## src/rtl/store_merge_ctrl_pkg.sv

```systemverilog
// Shared definitions for the store-path controller: store size encodings,
// controller states and the alignment rule that decides whether a store faults.
package store_merge_ctrl_pkg;

  typedef enum logic [1:0] {
    SZ_WORD = 2'd0,
    SZ_HALF = 2'd1,
    SZ_BYTE = 2'd2,
    SZ_ILL  = 2'd3
  } size_e;

  typedef enum logic [2:0] {
    IDLE,
    READ,
    WRITE,
    DONE,
    FAULT
  } state_e;

  // A store faults if its size code is illegal or its address is not naturally aligned.
  function automatic logic is_fault(logic [1:0] size, logic [1:0] byte_off);
    return (size == SZ_ILL) ||
           ((size == SZ_WORD) && (byte_off != 2'b00)) ||
           ((size == SZ_HALF) && byte_off[0]);
  endfunction

endpackage

```

## src/rtl/store_merge_ctrl_if.sv

```systemverilog
// Request and data-memory bundle for the store controller. The master side issues
// store requests and models the memory; the slave side is the controller.
interface store_merge_ctrl_if;

  logic        start;
  logic [1:0]  size;
  logic [31:0] addr;
  logic [31:0] wdata;
  logic [31:0] mem_rdata;
  logic [31:0] mem_addr;
  logic [31:0] mem_wdata;
  logic        mem_wr;
  logic        busy;
  logic        done;
  logic        misalign_exc;

  modport master (
    output start, size, addr, wdata, mem_rdata,
    input  mem_addr, mem_wdata, mem_wr, busy, done, misalign_exc
  );

  modport slave (
    input  start, size, addr, wdata, mem_rdata,
    output mem_addr, mem_wdata, mem_wr, busy, done, misalign_exc
  );

endinterface

```

## src/rtl/store_merge_ctrl_byte_lane_merge.sv

```systemverilog
// Combinational merge of store data into a word read from memory: SW replaces the
// whole word, SH one half selected by byte_off[1], SB one little-endian byte lane.
module byte_lane_merge
  import store_merge_ctrl_pkg::*;
(
  input  logic [31:0] rd_word,
  input  logic [31:0] wdata,
  input  size_e       size,
  input  logic [1:0]  byte_off,
  output logic [31:0] merged
);

  always_comb begin
    merged = rd_word;
    case (size)
      SZ_WORD: merged = wdata;
      SZ_HALF: begin
        if (byte_off[1]) merged[31:16] = wdata[15:0];
        else             merged[15:0]  = wdata[15:0];
      end
      SZ_BYTE: begin
        case (byte_off)
          2'd0:    merged[7:0]   = wdata[7:0];
          2'd1:    merged[15:8]  = wdata[7:0];
          2'd2:    merged[23:16] = wdata[7:0];
          default: merged[31:24] = wdata[7:0];
        endcase
      end
      default: merged = rd_word;
    endcase
  end

endmodule

```

## src/rtl/store_merge_ctrl.sv

```systemverilog
// Store-path controller: executes SW directly and SH/SB as read-modify-write against
// a word-wide data memory, reporting misaligned or illegal stores as a fault.
module store_merge_ctrl
  import store_merge_ctrl_pkg::*;
#(
  parameter int READ_LATENCY = 1
) (
  input logic           clk,
  input logic           reset,
  store_merge_ctrl_if.slave bus
);

  localparam int CNT_W = (READ_LATENCY < 1) ? 1 : $clog2(READ_LATENCY + 1);

  state_e             state;
  size_e              size_q;
  logic [1:0]         byte_off_q;
  logic [31:0]        wdata_q;
  logic [31:0]        rd_q;
  logic [CNT_W-1:0]   lat_cnt;
  logic [31:0]        merged;

  byte_lane_merge u_merge (
    .rd_word  (rd_q),
    .wdata    (wdata_q),
    .size     (size_q),
    .byte_off (byte_off_q),
    .merged   (merged)
  );

  // Write data is a pure function of captured registers, so it is stable during WRITE.
  assign bus.mem_wdata = merged;
  assign bus.busy      = (state != IDLE);

  // Strobes are set on the transition into the state that owns them and cleared by default.
  always_ff @(posedge clk or posedge reset) begin
    if (reset) begin
      state            <= IDLE;
      size_q           <= SZ_WORD;
      byte_off_q       <= 2'b00;
      wdata_q          <= 32'd0;
      rd_q             <= 32'd0;
      lat_cnt          <= '0;
      bus.mem_addr     <= 32'd0;
      bus.mem_wr       <= 1'b0;
      bus.done         <= 1'b0;
      bus.misalign_exc <= 1'b0;
    end else begin
      bus.mem_wr       <= 1'b0;
      bus.done         <= 1'b0;
      bus.misalign_exc <= 1'b0;
      case (state)
        IDLE: begin
          if (bus.start) begin
            size_q       <= size_e'(bus.size);
            byte_off_q   <= bus.addr[1:0];
            wdata_q      <= bus.wdata;
            bus.mem_addr <= {bus.addr[31:2], 2'b00};
            lat_cnt      <= '0;
            if (is_fault(bus.size, bus.addr[1:0])) begin
              state            <= FAULT;
              bus.done         <= 1'b1;
              bus.misalign_exc <= 1'b1;
            end else if (bus.size == SZ_WORD) begin
              state      <= WRITE;
              bus.mem_wr <= 1'b1;
            end else begin
              state <= READ;
            end
          end
        end
        READ: begin
          // Address is held READ_LATENCY+1 cycles; the word is valid on the last one.
          if (lat_cnt == CNT_W'(READ_LATENCY)) begin
            rd_q       <= bus.mem_rdata;
            state      <= WRITE;
            bus.mem_wr <= 1'b1;
          end else begin
            lat_cnt <= lat_cnt + CNT_W'(1);
          end
        end
        WRITE: begin
          state    <= DONE;
          bus.done <= 1'b1;
        end
        DONE:    state <= IDLE;
        FAULT:   state <= IDLE;
        default: state <= IDLE;
      endcase
    end
  end

endmodule

```

## src/flat_wrapper.sv

```systemverilog
// flat-port wrapper written by rule: the top's interface ports become plain ports
module store_merge_ctrl_flat import store_merge_ctrl_pkg::*;
#(
  parameter int READ_LATENCY = 1
)
  (clk, reset, bus_start, bus_size, bus_addr, bus_wdata, bus_mem_rdata, bus_mem_addr, bus_mem_wdata, bus_mem_wr, bus_busy, bus_done, bus_misalign_exc);
  store_merge_ctrl_if bus_i ();
  input logic clk;
  input logic reset;
  input wire logic [$bits(bus_i.start)-1:0] bus_start;
  input wire logic [$bits(bus_i.size)-1:0] bus_size;
  input wire logic [$bits(bus_i.addr)-1:0] bus_addr;
  input wire logic [$bits(bus_i.wdata)-1:0] bus_wdata;
  input wire logic [$bits(bus_i.mem_rdata)-1:0] bus_mem_rdata;
  output wire logic [$bits(bus_i.mem_addr)-1:0] bus_mem_addr;
  output wire logic [$bits(bus_i.mem_wdata)-1:0] bus_mem_wdata;
  output wire logic [$bits(bus_i.mem_wr)-1:0] bus_mem_wr;
  output wire logic [$bits(bus_i.busy)-1:0] bus_busy;
  output wire logic [$bits(bus_i.done)-1:0] bus_done;
  output wire logic [$bits(bus_i.misalign_exc)-1:0] bus_misalign_exc;
  assign bus_i.start = bus_start;
  assign bus_i.size = bus_size;
  assign bus_i.addr = bus_addr;
  assign bus_i.wdata = bus_wdata;
  assign bus_i.mem_rdata = bus_mem_rdata;
  assign bus_mem_addr = bus_i.mem_addr;
  assign bus_mem_wdata = bus_i.mem_wdata;
  assign bus_mem_wr = bus_i.mem_wr;
  assign bus_busy = bus_i.busy;
  assign bus_done = bus_i.done;
  assign bus_misalign_exc = bus_i.misalign_exc;
  store_merge_ctrl #(.READ_LATENCY(READ_LATENCY)) u_core (.clk(clk), .reset(reset), .bus(bus_i));
endmodule
```

## config.mk

```make
export PLATFORM = sky130hd
export DESIGN_NAME = store_merge_ctrl_flat
export DESIGN_NICKNAME = d
export VERILOG_FILES = /design/src/rtl/store_merge_ctrl_pkg.sv /design/src/rtl/store_merge_ctrl_if.sv /design/src/rtl/store_merge_ctrl_byte_lane_merge.sv /design/src/rtl/store_merge_ctrl.sv /design/src/flat_wrapper.sv
export SDC_FILE = /design/constraint.sdc
export NUM_CORES = 1
export LEC_CHECK = 0
export ABC_AREA = 1
export ABC_CLOCK_PERIOD_IN_PS = 3600
export BUFFER_PORTS_ARGS = -buffer_cell sky130_fd_sc_hd__buf_2
export CAP_MARGIN = 10
export CORE_MARGIN = 2
export CORE_UTILIZATION = 40
export CTS_BUF_LIST = sky130_fd_sc_hd__clkbuf_8 sky130_fd_sc_hd__clkbuf_16
export DETAILED_ROUTE_END_ITERATION = 10
export PLACE_DENSITY = 0.76
export SYNTH_ARGS = -nofsm -noshare
export SYNTH_HDL_FRONTEND = slang
export SYNTH_SLANG_ARGS = --single-unit
```

## constraint.sdc

```tcl
create_clock -name clk -period 3.6 [get_ports clk]
set_clock_uncertainty 0.15 [all_clocks]
set_input_delay 0.72 -clock clk [delete_from_list [all_inputs] [get_ports clk]]
set_output_delay 0.72 -clock clk [all_outputs]
set_load 0.05 [all_outputs]
```

# [Word level (Yosys, flattened, before mapping)]
# Cells that the tools add are included.
[word_totals] register_bits=105 latch_bits=0 ram_bits=0 romBits=0 input_bits=101 output_inout_bits=68 elab_cells=61 mem_count=0
[classes] add_sub_neg=1 mul=0 div=0 magnitude_cmp=0 eq_ne=10 n_shift=0 mux=24 bitwise_logic=0 n_reduce_logical=16
[ops] op="32-bit case mux with 3 select lines" n=1
[ops] op="16-bit 2-to-1 mux" n=2
[ops] op="8-bit 2-to-1 mux" n=4
[ops] op="1-bit 2-to-1 mux" n=9
[ops] op="3-bit 2-to-1 mux" n=3
[ops] op="3-bit case mux with 3 select lines" n=1
[ops] op="2-bit AND reduction" n=4
[ops] op="2-bit by 1-bit equality test with 1-bit output, second input constant" n=3
[ops] op="2-bit equality test, second input constant" n=3
[ops] op="2-bit zero test" n=3
[ops] op="1-bit case mux with 2 select lines" n=3
[ops] op="2-bit nonzero test" n=2
[ops] op="3-bit by 1-bit equality test with 1-bit output, second input constant" n=1
[ops] op="3-bit by 2-bit equality test with 1-bit output, second input constant" n=1
[ops] op="3-bit zero test" n=1
[ops] op="3-bit nonzero test" n=1
[ops] op="3-bit OR reduction" n=1
[ops] op="1-bit logical AND" n=2
[ops] op="1-bit logical OR" n=2
[ops] op="2-bit 2-to-1 mux" n=1
[ops] op="2-bit by 1-bit != test with 1-bit output, second input constant" n=1
[ops] op="2-bit != test, second input constant" n=1
[ops] op="1-bit adder, second input constant" n=1

# [Logic depth before layout (Yosys ltp)]
# Gate-level depths: netlist (run 1).
[depth] depth_word=7 depth_mapped=8 mapped_depth_nobuf=8

# [Modules after synthesis]
# A second synthesis (run 1) with hierarchy kept.
[hier_totals] hier_cells=769 hier_area_um2=5436.5
[by_module_without_submodules] module="store_merge_ctrl" n_inst=1 cells_per_inst=460 area_per_inst_um2=4095.2 seq_area_each_um2=2627.5
[by_module_without_submodules] module="byte_lane_merge" n_inst=1 cells_per_inst=309 area_per_inst_um2=1341.3 seq_area_each_um2=0.0

# [Worst setup path after synthesis (run 1)]
# No wires, ideal clock.
[synth_path] path_kind="register to output" start="register u_core.byte_off_q[1]" end="output bus_mem_wdata[31]" arrival_time_ns=1.442 t_required_ns=2.730 path_slack_ns=1.288 path_stages_with_launch=6 n_path_buf=1 cell_sequence="dfrtp_1 > nand2_1 > clkbuf_1 > nand2_1 > o211ai_1 > nand4_1"
[synth_between] elab_chain_cells=4 word_cells_on_any_way=7 cone_classes="eq/ne (2); mux (3); reduce/logical (2)"
[synth_rtl] element="from (decl)" line_no="store_merge_ctrl.sv:17" text="logic [1:0] byte_off_q;"
[synth_rtl] element="from (signal assigned)" line_no="store_merge_ctrl.sv:56" text="byte_off_q <= bus.addr[1:0];"
[synth_rtl] element="2-bit equality test, or another cell as far along" line_no="store_merge_ctrl_byte_lane_merge.sv:22" text="case (byte_off)"
[synth_rtl] element="3-bit OR reduction (no line)"
[synth_rtl] element="8-bit 2-to-1 mux" line_no="store_merge_ctrl_byte_lane_merge.sv:22"
[synth_rtl] element="32-bit case mux with 3 select lines *" line_no="store_merge_ctrl_byte_lane_merge.sv:15" text="case (size)"
[synth_rtl] element="to (decl)" line_no="flat_wrapper.sv:16" text="output wire logic [$bits(bus_i.mem_wdata)-1:0] bus_mem_wdata;"
# Every way passes the cells marked *; elsewhere a longest branch is shown, timed or not.

# [Worst setup path in the final report (run 1)]
[layout_path] start="register u_core.byte_off_q[1]" end="output bus_mem_wdata[14]"
[layout_between] elab_chain_cells=3 word_cells_on_any_way=4 cone_classes="eq/ne (1); mux (3)"
[layout_rtl] element="2-bit by 1-bit equality test with 1-bit output" line_no="store_merge_ctrl_byte_lane_merge.sv:22"
[layout_rtl] element="8-bit 2-to-1 mux" line_no="store_merge_ctrl_byte_lane_merge.sv:22"
[layout_rtl] element="32-bit case mux with 3 select lines *" line_no="store_merge_ctrl_byte_lane_merge.sv:15"
# Marks and branches as above.

==> metrics.yaml, run 1 <==
crit_type: "register to primary output"
antenna_found_initial: 0
numCtsBuffers: 9
cts_hold_buffers: 0
rr_worst_depth: 6
cts_tree: "done"
timing_hold_violations_final: 0
ys_seq_elements: 105
antenna_cells: 0
max_freq_ghz: 0.326
nets: 932
fin_crit_ps: 3070
critPathLaunchType: "register"
die_area_sq_mm: 0.0136
clk_latency_ps: 360
setup-tns-final_ps: 0
critical_path.endpoint: "bus_mem_wdata[14]"
htreeDepth: 3
drtIter0Drc: 376
place.port_buffers: 166
clock_sinks: 105
crit_path_start: "u_core.byte_off_q[1]"
syn_to_final_growth_pct: 24.4
grt_start_max_net_pins: 80
r2r-start: "u_core.state[2]"
hold_path.class: "register to register"
dp_slack_ps: 963
required_ps: 2730
die_h_um: 116
vias_per_cell: 4.85
cts-root-buf: "clkbuf_16"
setup_violations: 0
r2r-end: "u_core.wdata_q[0]"
period_share_pct: 85.3
clockBufferDepth: 2
cts_resized: 0
yosys.cell_types.count: 22
grt_pass1_wl_um: 23100
fp.coreArea_sq_mm: 0.0125
utilization_pct: 50.5
syn-instance-count: 677
seq_area_frac_synth_pct: 52.0
final_cell_mix: "nand2_1, buf_2, dfrtp_1, nand3_1, o21ai_0"
slew-limit-headroom_pct: 47.8
clk_pin_slew_ps: 70
drc: 0
grt.total_usage_pct: 22.3
worst_ep_arrival_time_ps: 2200
crit_fanout: 17
max_slew.worst_pin.slew_ps: 783
fillers: 1285
syn_avg_cell_area_sq_um: 7.47
cap_violations: 0
overflow: 0
worst_slack_ps: 528
hpwlAfterDp_um: 10600
start_util_pct: 40.6
slew_viol_final: 0
layout_commonest_cell: "nand2_1"
cts_setup_buffers: 0
drive_gt1_share_pct: 24.6
rrSetupSlack_ps: 1630
hold_slack_ps: 320
outcome: "finished, final reports clean"
first_pass_iters: 5
die_x_um: 116
wl_um: 14300
io_pins: 169
num_vias: 4881
num_rows: 41
ys_warn_count: 0
drtAntennaViolNets: 0
syn-cell-area_sq_mm: 0.00506
grt_pass1_vias: 4575
place_congestion: 0.873
drt-wirelength-per-cell_um: 14.2
rsz0062_at_grt: "no"
critPathCaptureType: "primary output"
==> cell families (layout without fill, tap and decap cells) <==
kind of cell           count (synthesis)  count (layout)  share of synthesized area [%]
DFF                                  105             105                           52.0
AOI/OAI and AO/OA                     47              47                           4.92
and+or+nand+nor                      458             458                           37.0
buffers and inverters                 66             223                           6.04
other                                  1               2                         0.0741
==> state kept, by name, summed over array words and instances (netlist names) <==
name,flops
u_core.bus.done,1
u_core.bus.mem_addr,30
u_core.bus.mem_wr,1
u_core.bus.misalign_exc,1
u_core.byte_off_q,2
u_core.lat_cnt,1
u_core.rd_q,32
u_core.size_q,2
u_core.state,3
u_core.wdata_q,32
==> final cells by class <==
| type | instances | area, sq um | area share (%) |
|---|---|---|---|
| clock buffer | 9 | 225 | 3.58 |
| clock inverter | 6 | 57.6 | 0.915 |
| inverter | 33 | 128 | 2.03 |
| multi-input combinational | 507 | 2130 | 33.8 |
| sequential | 105 | 2630 | 41.8 |
| tap | 172 | 215 | 3.42 |
| timing repair buffer | 175 | 911 | 14.5 |
==> critical path, stage by stage (launching register included) <==
cell	delay (ps)
dfrtp_1	680
nor2_2	190
o21ai_1	450
nand2_1	100
nand3_1	140
buf_2	280
==> how the worst min path moves through the flow <==
stage	startpoint	to	slack, ps	cells after the start
2_1_floorplan	u_core.rd_q[10]	u_core.rd_q[10]	290	2
3_3_place_gp	u_core.bus.mem_addr[30]	u_core.bus.mem_addr[30]	300	2
3_5_place_dp	u_core.bus.mem_addr[17]	u_core.bus.mem_addr[17]	310	2
4_1_cts	u_core.bus.mem_addr[30]	u_core.bus.mem_addr[30]	330	2
5_1_grt	u_core.bus.mem_addr[30]	u_core.bus.mem_addr[30]	340	2
6_report	u_core.bus.mem_addr[30]	u_core.bus.mem_addr[30]	320	2
==> routing by layer <==
layer | up-vias | GRT usage [%] | wire length (um)
met2 | 213 | 34.8 | 6480
met1 | 2219 | 30.1 | 6270
li1 | 2435 | - | -
met5 | - | 0 | 0
met4 | 0 | 5.95 | 190
met3 | 14 | 7.27 | 1380
==> metrics by stage <==
step,std cells,cell area (sq um)
6_report,1007,6290
5_1_grt,1007,6290
4_1_cts,1007,6290
3_5_place_dp,992,6010
3_3_place_gp,992,6010
2_1_floorplan,678,5060
==> Yosys cell counts <==
library cell	number	share of area (%)
a21oi_1	11	1.1
buf_2	19	1.9
buf_4	5	0.74
buf_6	2	0.45
clkbuf_1	7	0.52
clkinv_1	1	0.074
conb_1	1	0.074
dfrtp_1	105	52
inv_1	27	2.0
inv_2	5	0.37
nand2_1	350	26
nand2_2	2	0.25
nand3_1	63	6.2
nand3_2	1	0.20
nand4_1	16	2.0
nor2_1	21	1.6
nor2_2	3	0.37
nor2_4	2	0.45
o211ai_1	1	0.15
o21ai_0	33	3.3
o21ai_1	1	0.099
o21ai_4	1	0.32
Power of run 1 is left out: the tool's default activity adds up to more than one toggle a clock period on the data nets, which glitch-free logic cannot reach.
==> inputs of run 2 (changes only) <==
ABC_CLOCK_PERIOD_IN_PS = unset   (was 3600)
CORE_ASPECT_RATIO = 0.8   (was unset)
CORE_UTILIZATION = 46   (was 40)
PLACE_DENSITY = 0.85   (was 0.76)
==> metrics.yaml, run 2 (synthesized netlist as in run 1, its figures left out) <==
nets: 930
antenna_cells: 0
outcome: "finished, final reports clean"
path_buf_inv: 4
drive_gt1_share_pct: 24.3
required_ps: 2730
htreeDepth: 3
drtIter0Drc: 508
grt_pass1_wl_um: 23100
fp.coreArea_sq_mm: 0.0108
antenna_found_initial: 0
layout_commonest_cell: "nand2_1"
cp_cell_sequence: "buf_4 > nand2_1 > buf_4 > inv_1 > nand2_1 > nand3_1 > nand4_1 > buf_2"
crit_fanout: 19
die_h_um: 97.8
clockBufferDepth: 2
place_congestion: 0.957
worst_ep_arrival_time_ps: 2310
cap_violations: 0
cts-root-buf: "clkbuf_16"
hold_path.class: "register to register"
rsz0062_at_grt: "no"
drt-wirelength-per-cell_um: 14.6
final_cell_mix: "nand2_1, buf_2, dfrtp_1, nand3_1, o21ai_0"
start_util_pct: 46.8
cp_slowest_cell: "dfrtp_1"
crit_type: "register to primary output"
grt_pass1_vias: 4709
drtAntennaViolNets: 0
top_regs: "u_core.rd_q (32), u_core.wdata_q (32), u_core.bus.mem_addr (30)"
io_pins: 169
vias_per_cell: 5.09
slew_viol_final: 0
fillers: 1071
grt_start_max_net_pins: 106
fin_crit_ps: 3180
timing_hold_violations_final: 0
cts_setup_buffers: 0
die_x_um: 121
max_slew.worst_pin.slew_ps: 961
setup_violations: 0
first_pass_iters: 6
overflow: 0
wl_um: 14300
critPathTopFamily: "buffers and inverters"
critPathMaxStageDelay_ps: 710
cts_tree: "done"
place.port_buffers: 166
cts_hold_buffers: 0
clk_latency_ps: 350
slew-limit-headroom_pct: 35.9
drc: 0
max_freq_ghz: 0.314
hpwlAfterDp_um: 10500
critPathLaunchType: "register"
setup-tns-final_ps: 0
num_vias: 4974
critPathCaptureType: "primary output"
cts_resized: 0
clk_pin_slew_ps: 80
period_share_pct: 88.4
die_area_sq_mm: 0.0119
clock_sinks: 105
num_rows: 34
numCtsBuffers: 9
grt.total_usage_pct: 24.9
syn_to_final_growth_pct: 23.5
-- run 2: cell count changes in the layout (fill, tap and decap cells not counted), sizes merged --
cell      change
inv           +5
buf           -2
clkinv        -2
clkinvlp      -2
-- run 2: through the flow --
stage	hold slack (ps)	util, %	instance area [sq um]	setup slack (ps)	cells
2_1_floorplan	292	-	5060	1290	678
3_3_place_gp	299	55.2	5960	932	962
3_5_place_dp	307	55.2	5960	869	962
4_1_cts	327	57.8	6250	474	978
5_1_grt	340	57.8	6250	224	978
6_report	321	57.8	6250	419	978
-- run 2: area by class of cell --
type	count	area, sq um	share of cell area, %
Sequential cell	105	2630	42.1
Multi-Input combinational cell	507	2130	34.1
Timing Repair Buffer	173	896	14.3
Clock buffer	9	225	3.61
Tap cell	144	180	2.88
Inverter	33	128	2.04
Clock inverter	7	61.3	0.982
-- run 2: path summary, 6_finish.rpt --
kind,startpoint,slack [ps],depth (start not counted),to
worst min register to register,u_core.bus.mem_addr[26],320,2,u_core.bus.mem_addr[26]
min in group asynchronous,reset,370,3,u_core.bus.mem_addr[29]
max in group asynchronous,reset,2530,3,u_core.rd_q[13]
worst min-delay path,u_core.bus.mem_addr[26],320,2,u_core.bus.mem_addr[26]
worst max-delay path,u_core.byte_off_q[1],420,8,bus_mem_wdata[17]
worst max register to register,u_core.state[2],1220,5,u_core.bus.done
-- run 2: layer usage --
layer	up-vias	GRT usage [%]	part of all wire, %
met5	-	0	0
met4	0	7.69	1.9
met3	25	7.77	10
met2	245	37.5	44
met1	2283	34.7	44
li1	2421	-	-
-- run 2: tightest hold or removal path: stages (launching register included) --
cell and delay, ps:
dfrtp_1 340, nand2_1 50, nand2_1 50
Power of run 2 is left out for the same reason.
